File: config.mk
export PLATFORM = sky130hd
export DESIGN_NAME = sample_pacer
export DESIGN_NICKNAME = d
export VERILOG_FILES = /design/src/rtl/awg_pkg.sv /design/src/rtl/strobe_div.sv /design/src/rtl/sample_pacer.sv
export SDC_FILE = /design/constraint.sdc
export NUM_CORES = 1
export LEC_CHECK = 0
export CAP_MARGIN = 20
export CORE_AREA = 2 2 106 108
export DETAILED_ROUTE_END_ITERATION = 10
export DIE_AREA = 0 0 108 110
export PLACE_DENSITY = 0.68
export RECOVER_POWER = 25
export SETUP_SLACK_MARGIN = 0.02
export SYNTH_ARGS = -nofsm -noshare
export SYNTH_HDL_FRONTEND = slang
export SYNTH_SLANG_ARGS = --single-unit
File: constraint.sdc
create_clock -name clk -period 3 [get_ports clk]
set_clock_uncertainty 0.2 [all_clocks]
set_input_delay 0.45 -clock clk [delete_from_list [all_inputs] [get_ports clk]]
set_output_delay 0.45 -clock clk [all_outputs]
set_load 0.02 [all_outputs]
File: src/rtl/awg_pkg.sv
// awg_pkg: shared sample type and playback state encoding for the waveform pacer.
package awg_pkg;
  typedef logic signed [15:0] sample_t;
  typedef enum logic [1:0] {S_IDLE, S_RUN, S_FLUSH} pacer_state_t;
  localparam int MIN_PERIOD = 2;
endpackage

File: src/rtl/strobe_div.sv
// strobe_div: free-running sample-period divider, ticks whenever the count is zero.
module strobe_div #(
  parameter int DIV_W = 16
) (
  input  logic             clk,
  input  logic             rst_n,
  input  logic             i_en,
  input  logic [DIV_W-1:0] i_period,
  output logic             o_tick
);
  logic [DIV_W-1:0] r_cnt;
  assign o_tick = i_en && r_cnt == '0;
  // Held at zero while disabled so the first enabled cycle ticks immediately.
  always_ff @(posedge clk or negedge rst_n)
    if (!rst_n) r_cnt <= '0;
    else r_cnt <= !i_en || r_cnt == i_period - DIV_W'(1) ? '0 : r_cnt + DIV_W'(1);
endmodule

File: src/rtl/sample_pacer.sv
// sample_pacer: plays a waveform from memory at a fixed sample period, then flushes zeros.
module sample_pacer import awg_pkg::*; #(
  parameter int ADDR_W = 12,
  parameter int DIV_W  = 16,
  parameter int FLUSH  = 4
) (
  input  logic              clk,
  input  logic              rst,
  input  logic              start,
  input  logic              stop,
  input  logic              loop_en,
  input  logic [ADDR_W-1:0] len,
  input  logic [DIV_W-1:0]  period,
  output logic              mem_rd,
  output logic [ADDR_W-1:0] mem_addr,
  input  sample_t           mem_data,
  output sample_t           dout,
  output logic              cke,
  output logic              busy,
  output logic              done
);
  localparam int FC_W = $clog2(FLUSH + 2);
  pacer_state_t      r_state;
  logic [ADDR_W-1:0] r_len, r_addr;
  logic [DIV_W-1:0]  r_period;
  logic [FC_W-1:0]   r_fcnt;
  logic              r_stop, r_cke, r_zero, r_done;
  sample_t           r_dout;
  logic              w_tick, w_busy;
  assign w_busy   = r_state != S_IDLE;
  assign mem_rd   = r_state == S_RUN && w_tick && !r_stop;
  assign mem_addr = r_addr;
  // Read data arrives alongside the strobe, so it is passed through and captured for holding.
  assign dout     = r_cke ? (r_zero ? '0 : mem_data) : r_dout;
  assign cke      = r_cke;
  assign busy     = w_busy;
  assign done     = r_done;
  strobe_div #(.DIV_W(DIV_W)) u_div (
    .clk      (clk),
    .rst_n    (rst),
    .i_en     (w_busy),
    .i_period (r_period),
    .o_tick   (w_tick)
  );
  always_ff @(posedge clk or negedge rst)
    if (!rst) begin
      r_state  <= S_IDLE;
      r_len    <= '0;
      r_addr   <= '0;
      r_period <= DIV_W'(MIN_PERIOD);
      r_fcnt   <= '0;
      r_stop   <= 1'b0;
      r_cke    <= 1'b0;
      r_zero   <= 1'b0;
      r_done   <= 1'b0;
      r_dout   <= '0;
    end else begin
      r_cke  <= 1'b0;
      r_done <= 1'b0;
      if (r_cke) r_dout <= dout;
      case (r_state)
        S_IDLE:
          if (start && len != '0) begin
            r_state  <= S_RUN;
            r_len    <= len;
            r_period <= period < DIV_W'(MIN_PERIOD) ? DIV_W'(MIN_PERIOD) : period;
            r_addr   <= '0;
            r_fcnt   <= '0;
            r_stop   <= 1'b0;
          end
        S_RUN: begin
          if (stop) r_stop <= 1'b1;
          if (w_tick && r_stop) r_state <= S_FLUSH;
          else if (w_tick) begin
            r_cke  <= 1'b1;
            r_zero <= 1'b0;
            if (r_addr == r_len - ADDR_W'(1)) begin
              r_addr <= '0;
              if (!loop_en) r_state <= S_FLUSH;
            end else r_addr <= r_addr + ADDR_W'(1);
          end
        end
        S_FLUSH:
          // Leave one cycle after the last tick so the final zero strobe is seen while busy.
          if (r_fcnt == FC_W'(FLUSH)) begin
            r_state <= S_IDLE;
            r_done  <= 1'b1;
          end else if (w_tick) begin
            r_cke  <= 1'b1;
            r_zero <= 1'b1;
            r_fcnt <= r_fcnt + FC_W'(1);
          end
        default: r_state <= S_IDLE;
      endcase
    end
endmodule

==> metrics.cfg, run 1 <==
[logic_synthesis]
synth_warnings = 0
ys_ff_latch = 81
synth_ff_type = dfrtp_1
async_reset_ff_share_pct = 100
syn_avg_cell_area_um2 = 9.49
ys_seq_area_share_pct = 43.3
synth_cells = 494
synth_edf_count = 0
yosysTopAreaCell = dfrtp_1
yosysUniqueCellTypes = 62
synth_nets = 553
synth_area_um2 = 4690
synth_area_leaders = dfrtp_1 43%, mux2_2 6.5%, o21ai_0 5.6%
synth_top_area_share_pct = 42.7

[placed_design]
dp_hpwl_mm = 8.18
portBuffers = 80
gp_congestion = 0.886
pre_cts_slack_ps = -28.5
post-place-cells = 711

[clock_network]
h-tree-depth = 3
cts_root_buffer = clkbuf_8
cts_buffers = 9
cts_buffer_depth = 2
cts.sinks = 81
clk_latency_ps = 360
clk_pin_slew_ps = 80
cts_tree = done

[pwr]
pwr_density_cell_nw_per_um2 = 885
peakVddDrop_uv = 418
leakage_nw = 2.53

[critical_path]
timing.rr.start = r_period[1]
worstPathCellList = inv_1 -> ha_1 -> nor4b_1 -> nand4_1 -> nor3_2 -> dlygate4sd2_1
cp-start-kind = flip-flop
required_ps = 2350
slowest_stage = dfrtp_1
crit_fanout = 6
worst-setup-path-type = reg -> out
r2r_setup_slack_ps = 180
cp.arrival_ps = 2170
cp_slowest_stage_delay_ps = 460
setup.worst_path.start = u_div.r_cnt[1]
endpoint_kind = output pin

[layout]
final_cells = 728
antenna_cells = 0
fin_util_pct = 55.8
syn2layout_area_growth_pct = 27.3
nNetsFinal = 643
drive_above_1_share_pct = 11.7
fillers = 957

[drt]
drc = 0
dr.pass1.iters = 4
routed_wl_mm = 11.2
via_count = 3947
detail-route-antenna-nets = 0
drtIter0Drc = 208
avgRoutedWirePerCell_um = 15.4
routed_via_density = 5.42

[die]
core_um2 = 10700
ios = 81
row_count = 38
die-width_um = 108
die_area_um2 = 11900
start_util_pct = 43.8
die_y_um = 110

[job]
max-cap-violations = 0

[run_status]
run_status = finished clean

[global_routing]
grt_pass1_wl_mm = 18.2
grt_max_degree = 43
track_usage_pct = 19.6
grt_pass1_vias = 3752
antenna_found_initial = 0
grt-ovfl-total = 0

[sta]
rsz0062_at_grt = no
max_freq_mhz = 354
hold_viol_final = 0
fin_crit_sh_pct = 94.1
worstMarginPinSlew_ps = 1040
relSlewSlack_pct = 30.5
fin_ws_ps = 178
setup_viol = 0
slew_viol_final = 0
fin_crit_ps = 2820

[hold_path]
holdCritStartpoint = r_dout[15]
hp-class = reg -> reg

-- path summary, 6_finish.rpt --
check,to,cells after the start
setup reg to reg,u_div.r_cnt[8],9
min in group asynchronous,r_period[7],2
max in group asynchronous,r_dout[1],3
hold / removal,r_dout[15],2
hold reg to reg,r_dout[15],2
setup / recovery,mem_rd,6
-- kinds of logic (layout without fill, tap and decap cells) --
family                   Yosys count  after routing  share of synthesized area (%)
AO/OA/AOI/OAI                    103            104                           14.3
flip-flops                        81             81                           43.3
multiplexers                      33             33                           7.80
buffers and inverters             51            144                           4.30
XOR/XNOR                          47             47                           8.79
adder cells (fa/ha/maj)           10             10                           2.67
AND/OR/NAND/NOR                  169            169                           18.9
-- metal layers --
metal / GRT usage (%) / share of wire [%]
met5: 0 / 0
met4: 5.95 / 1.3
met3: 4.00 / 5.2
met2: 31.5 / 46
met1: 26.9 / 47
-- layout by cell type (no fill, tap or decap), types with 3 or more instances in the layout --
cell             netlist  routed
nor2b_1               11      11
a21oi_1               10      10
a22o_1                12      12
mux2i_1                5       5
nand3b_1               5       5
inv_1                 36      36
and3_1                13      13
mux2_2                27      27
nor4_1                10      10
nor4b_1                3       3
ha_1                  10      10
nand2b_1               4       4
buf_4                  0      11
a31oi_1                3       3
nand3_1               10      10
clkdlybuf4s50_1        0      78
xor2_1                21      21
nor2_1                42      41
nand4_1                8       8
nor3_1                 9       8
o21ai_0               52      51
nand2_1               39      39
dfrtp_1               80      80
clkbuf_8               0       9
xnor2_1               26      26
-- synthesized netlist by cell type (11+ instances only) --
library cell / instances
and3_1: 13
nor2b_1: 11
xor2_1: 21
a22o_1: 12
nor2_1: 42
nand2_1: 39
inv_1: 36
dfrtp_1: 80
o21ai_0: 52
xnor2_1: 26
mux2_2: 27
clkbuf_1: 11
-- where the power goes --
part	switching, mW	total (mW)	internal [mW]	leakage (nW)
registers	0.403	1.86	1.46	1.03
logic	1.35	2.54	1.19	1.40
clock network	0.412	0.880	0.468	0.102
total	2.17	5.28	3.12	2.53
-- timing repair --
item	in CTS	in global routing
gates resized for setup	2	5
setup endpoints to repair	12	27
hold buffers	1	0
setup buffers	0	0
cloned	0	1
pin swaps	0	2
endpoints found under the hold margin	38	0
-- metrics by stage --
stage | hold WS (ps) | TNS (ps) | power, mW | instance area [µm²]
detailed placement | 275 | -59.8 | 4.35 | 5700
global route | 347 | 0 | 5.68 | 5970
global placement | 268 | 0 | 4.27 | 5700
floorplan | -45.6 | 0 | 3.46 | 4690
CTS | 328 | 0 | 5.25 | 5930
finish | 321 | 0 | 5.28 | 5970
-- worst max-delay path: cells and delay by family (launching register included) --
family        cells  cell delay (ps)
fa+ha+maj         1              130
buf+inv           2              450
flops             1              460
simple gates      3              780
-- final cells by class --
class	count	area [µm²]	area share, %
Timing Repair Buffer	93	907	15.2
Tap cell	140	175	2.94
Inverter	36	135	2.26
Multi-Input combinational cell	363	2500	42.0
Sequential cell	81	2030	34.0
Clock inverter	6	92.6	1.55
Clock buffer	9	124	2.08
-- sequential cells by signal, summed over array words and instances (netlist names) --
register     count
r_stop           1
r_len           12
r_zero           1
r_dout          16
r_fcnt           3
done             1
cke              1
r_state          2
r_period        16
mem_addr        12
u_div.r_cnt     16
Power figures use the tool's default switching activity.
==> run 2, diff against run 1 <==
- clock period: 3 -> 3.4 ns (I/O delays scaled with it)
==> metrics.cfg, run 2 (synthesis results as in run 1) <==
[layout]
fillers = 974  ; +1.8%
syn2layout_area_growth_pct = 25.6
drive_above_1_share_pct = 10.3  ; -1.5 points
nNetsFinal = 638  ; -0.78%
final_cell_mix = 80 x dfrtp_1, 79 x clkdlybuf4s50_1, 52 x o21ai_0
antenna_cells = 0  ; unchanged
final_common_cell = dfrtp_1
design_area_um2 = 5890  ; -1.4%
reg.largest.list = r_dout (16), r_period (16), u_div.r_cnt (16)

[hold_path]
hp-class = reg -> reg
min_to = r_dout[11]
worstHoldPathCells = 2  ; unchanged
holdCritStartpoint = r_dout[11]

[global_routing]
antenna_found_initial = 0  ; unchanged
grt_pass1_vias = 3652  ; -2.7%
grt_max_degree = 82  ; +91%
grt_pass1_wl_mm = 17.6  ; -3.1%
track_usage_pct = 18.8  ; -0.82 points
grt-ovfl-total = 0  ; unchanged

[sta]
fin_crit_sh_pct = 94.9
hold_viol_final = 0  ; unchanged
setup_tns_ps = 0  ; unchanged
fin_crit_ps = 3230
slew_viol_final = 0  ; unchanged
relSlewSlack_pct = 25.2  ; -5.4 points
setup_viol = 0  ; unchanged
worstMarginPinSlew_ps = 1120  ; +80.3 ps
fin_ws_ps = 172  ; -5.25 ps
max_freq_mhz = 310
rsz0062_at_grt = no

[drt]
drtIter0Drc = 232  ; +12%
routed_via_density = 5.39  ; -0.59%
via_count = 3902  ; -1.1%
drc = 0  ; unchanged
detail-route-antenna-nets = 0  ; unchanged
avgRoutedWirePerCell_um = 15.2  ; -1.8%
dr.pass1.iters = 5  ; +1
routed_wl_mm = 11.0  ; -2.4%

[run_status]
run_status = finished clean

[die]
die-width_um = 108  ; unchanged
die_y_um = 110  ; unchanged
row_count = 38  ; unchanged
start_util_pct = 43.8  ; unchanged
core_um2 = 10700  ; unchanged
ios = 81  ; unchanged
die_area_um2 = 11900  ; unchanged

[critical_path]
cp.arrival_ps = 2520  ; +350 ps
r2r_cells = 9  ; unchanged
crit_fanout = 5  ; -1
r2r_end = mem_addr[0]
r2r_setup_slack_ps = 440  ; +260 ps
cp-start-kind = flip-flop
endpoint_kind = output pin
worst-setup-path-type = reg -> out
required_ps = 2690  ; +340 ps
timing.rr.start = r_state[0]

[clock_network]
postCtsSetupRepairBufs = 0  ; unchanged
cts_buffers = 9  ; unchanged
cts.sinks = 81  ; unchanged
clk_latency_ps = 350  ; about the same
cts_buffer_depth = 2  ; unchanged
clk_pin_slew_ps = 80  ; about the same
cts_tree = done
cts_root_buffer = clkbuf_8
h-tree-depth = 3  ; unchanged

[placed_design]
placed_area_um2 = 5650  ; -0.88%
pre_cts_slack_ps = 368  ; +396 ps
portBuffers = 80  ; unchanged
gp_congestion = 0.880  ; -0.64%
dp_hpwl_mm = 8.09  ; -1.1%

[pwr]
peakVddDrop_uv = 345  ; -17%
leakage_nw = 2.48  ; -2.0%
pwr_density_cell_nw_per_um2 = 779  ; -12%

[job]
max-cap-violations = 0  ; unchanged

run 2: final cells by class:
type / count / area, µm² / area share, %
sequential: 81 / 2030 / 34.5
timing repair buffer: 89 / 857 / 14.6
clock inverter: 6 / 91.3 / 1.55
clock buffer: 10 / 138 / 2.34
inverter: 36 / 135 / 2.30
tap: 140 / 175 / 2.98
multi-input combinational: 362 / 2460 / 41.8
run 2: worst max path at each step:
stage                    start     endpoint
floorplan           r_state[0]  mem_addr[9]
global placement    r_state[0]  mem_addr[0]
detailed placement  r_state[0]  mem_addr[0]
CTS                 r_state[0]       mem_rd
global route               cke     dout[14]
finish              r_state[0]       mem_rd
run 2: repair_timing:
item                                   CTS  global route
endpoints found under the hold margin    0            18
setup endpoints to repair                0             1
hold buffers                             0             1
resized for setup                        0             1
run 2: worst max-delay path, cell delays in order (launching register included):
cell	delay, ps
dfrtp_1	360
inv_1	80
ha_1	230
nor4_1	250
nand4_1	330
nor3_2	270
clkdlybuf4s50_1	660
run 2: layer usage:
layer  part of all wire, %  wire, µm  GRT usage, %
met1                    48      5270          26.7
met2                    46      4990          30.5
met3                   5.1       561          2.47
met4                   1.4       149          5.04
met5                     0         0             0
run 2: stage by stage:
| step | util (%) | power [mW] | hold WS, ps | instances |
|---|---|---|---|---|
| 5_1_grt | 55.0 | 4.94 | 351 | 724 |
| 2_1_floorplan | - | 3.05 | 14.4 | 494 |
| 3_5_place_dp | 52.8 | 3.81 | 310 | 706 |
| 4_1_cts | 54.9 | 4.61 | 182 | 722 |
| 6_report | 55.0 | 4.59 | 325 | 724 |
| 3_3_place_gp | 52.8 | 3.73 | 307 | 706 |
run 2: report_power, final:
group,internal [mW],switching (mW),total (mW)
clock,0.435,0.364,0.799
combinational,1.01,1.14,2.14
sequential,1.29,0.356,1.64
total,2.73,1.86,4.59
==> run 3, diff against run 2 <==
- PLACE_DENSITY: 0.68 -> 0.71
- clock period: 3.4 -> 2.81 ns (I/O delays scaled with it)
==> metrics.cfg, run 3 (synthesis results as in run 1) <==
[critical_path]
worst-setup-path-type = reg -> reg
r2r_cells = 10  ; +1
crit_fanout = 10  ; +5
crit_top_cell = o21ai_1
required_ps = 2840  ; +150 ps
cp_slowest_stage_delay_ps = 570  ; -90 ps
cp.arrival_ps = 2700  ; +180 ps
timing.rr.start = r_period[1]
slowest_stage = dfstp_2
setup.worst_path.start = r_period[1]
cp-start-kind = flip-flop
endpoint_kind = flip-flop
worstPathCellList = inv_1 -> ha_2 -> nor3b_1 -> o21ai_1 -> o41ai_2 -> o21ai_1 -> a2111oi_4 -> a41o_2 -> buf_12 -> nor2_1

[layout]
fin_util_pct = 57.5  ; +2.5 points
final_cells = 744  ; +2.8%
final_cell_mix = 80 x dfrtp_1, 77 x clkdlybuf4s50_1, 51 x o21ai_0
antenna_cells = 0  ; unchanged
nNetsFinal = 659  ; +3.3%
drive_above_1_share_pct = 14.6  ; +4.3 points
final_common_cell = dfrtp_1
design_area_um2 = 6150  ; +4.5%
syn2layout_area_growth_pct = 31.3
reg.largest.list = r_dout (16), r_period (16), u_div.r_cnt (16)

[die]
die-width_um = 108  ; unchanged
start_util_pct = 43.8  ; unchanged
row_count = 38  ; unchanged
die_area_um2 = 11900  ; unchanged
die_y_um = 110  ; unchanged
ios = 81  ; unchanged
core_um2 = 10700  ; unchanged

[clock_network]
cts.sinks = 81  ; unchanged
cts_buffer_depth = 2  ; unchanged
h-tree-depth = 3  ; unchanged
clk_latency_ps = 350  ; about the same
clk_pin_slew_ps = 80  ; about the same
cts_tree = done
cts_root_buffer = clkbuf_8
cts_buffers = 9  ; unchanged

[drt]
wl_met1_mm = 5.10  ; -3.2%
wl_met3_um = 712  ; +27%
route.met2.wl_mm = 5.54  ; +11%
drc = 0  ; unchanged
routed_via_density = 5.41  ; +0.30%
avgRoutedWirePerCell_um = 15.5  ; +2.2%
dr.pass1.iters = 4  ; -1
highest_layer = met4
detail-route-antenna-nets = 0  ; unchanged
drtIter0Drc = 185  ; -20%
via_count = 4022  ; +3.1%
routed_wl_mm = 11.5  ; +5.0%

[job]
max-cap-violations = 0  ; unchanged

[sta]
worstMarginPinSlew_ps = 922  ; -201 ps
rsz0062_at_grt = no
max_freq_mhz = 375
fin_crit_sh_pct = 95.0
fin_ws_ps = 141  ; -31.1 ps
relSlewSlack_pct = 38.5  ; +13 points
fin_crit_ps = 2670
setup_viol = 0  ; unchanged
finalHoldWorstSlack_ps = 322  ; -3.36 ps
setup_tns_ps = 0  ; unchanged
hold_viol_final = 0  ; unchanged
slew_viol_final = 0  ; unchanged

[pwr]
pwr-share-clk_pct = 16.9  ; -0.5 points
switching_share_pct = 39.7  ; -0.81 points
pwr_density_cell_nw_per_um2 = 962  ; +24%
power.total_mw = 5.92  ; +29%
leakage_nw = 2.64  ; +6.5%
peakVddDrop_uv = 532  ; +54%
p_int_mw = 3.57  ; +31%
power_switching_mw = 2.35  ; +26%
comb_power_share_pct = 50.1  ; +3.3 points
p_seq_share_pct = 33.0  ; -2.8 points

[hold_path]
holdCritStartpoint = r_dout[2]
hp-class = reg -> reg
worstHoldPathCells = 2  ; unchanged

[placed_design]
portBuffers = 80  ; unchanged
gp_congestion = 0.867  ; -1.5%
pre_cts_slack_ps = -6.80  ; -375 ps
dp_hpwl_mm = 8.58  ; +6.0%
placed_area_um2 = 5790  ; +2.6%
post-place-cells = 724  ; +2.5%

[run_status]
run_status = finished clean

[global_routing]
grt_max_degree = 47  ; -43%
antenna_found_initial = 0  ; unchanged
grt-ovfl-total = 0  ; unchanged
track_usage_pct = 20.2  ; +1.4 points
grt_pass1_wl_mm = 19.1  ; +8.6%
grt_pass1_vias = 4027  ; +10%

## run 3: cell types whose count changed in the layout (fill, tap and decap cells not counted), moves of 2 or more
cell and change:
buf_4 +21, clkbuf_1 -2, buf_12 +2, nor2_1 -2
clkdlybuf4s50_1 -2
## run 3: timing repair
item | 4_1_cts | 5_1_grt
setup endpoints to repair | 29 | 33
endpoints found under the hold margin | 34 | 0
pin swaps | 1 | 5
hold buffers | 1 | 0
resized for setup | 3 | 14
buffers inserted | 3 | 1
## run 3: power groups by stage
stage          Clock [mW]  Sequential [mW]  Combinational, mW
4_1_cts              1.03             1.93               2.89
2_1_floorplan           0             1.91               1.78
3_5_place_dp            0             1.96               2.81
3_3_place_gp            0             1.93               2.72
6_report             1.00             1.95               2.96
5_1_grt              1.07             2.02               3.27
## run 3: worst max-delay path, delay by kind of cell, from the launching register on
family	cells	cell delay [ps]
AO/OA/AOI/OAI	5	1140
flip-flops	1	570
AND/OR/NAND/NOR	2	230
adder cells (fa/ha/maj)	1	200
buffers and inverters	2	190
## run 3: path summary, 6_finish.rpt
kind / endpoint / slack (ps)
max: u_div.r_cnt[3] / 140
min: r_dout[2] / 320
max reg2reg: u_div.r_cnt[3] / 140
min reg2reg: r_dout[2] / 320
max in group asynchronous: r_dout[1] / 1120
min in group asynchronous: r_period[4] / 540
## run 3: final cells by class
type | instances | area, µm²
clock buffer | 10 | 128
clock inverter | 5 | 105
fill | 981 | 4550
inverter | 36 | 135
multi-input combinational | 362 | 2520
sequential | 81 | 2030
tap | 140 | 175
timing repair buffer | 110 | 1050
## run 3: layer usage
layer  global-route usage, %  vias up
met5                       0        -
met4                    5.77        0
met3                    4.00       14
met2                    34.0      117
met1                    26.7     1939
li1                        -     1952
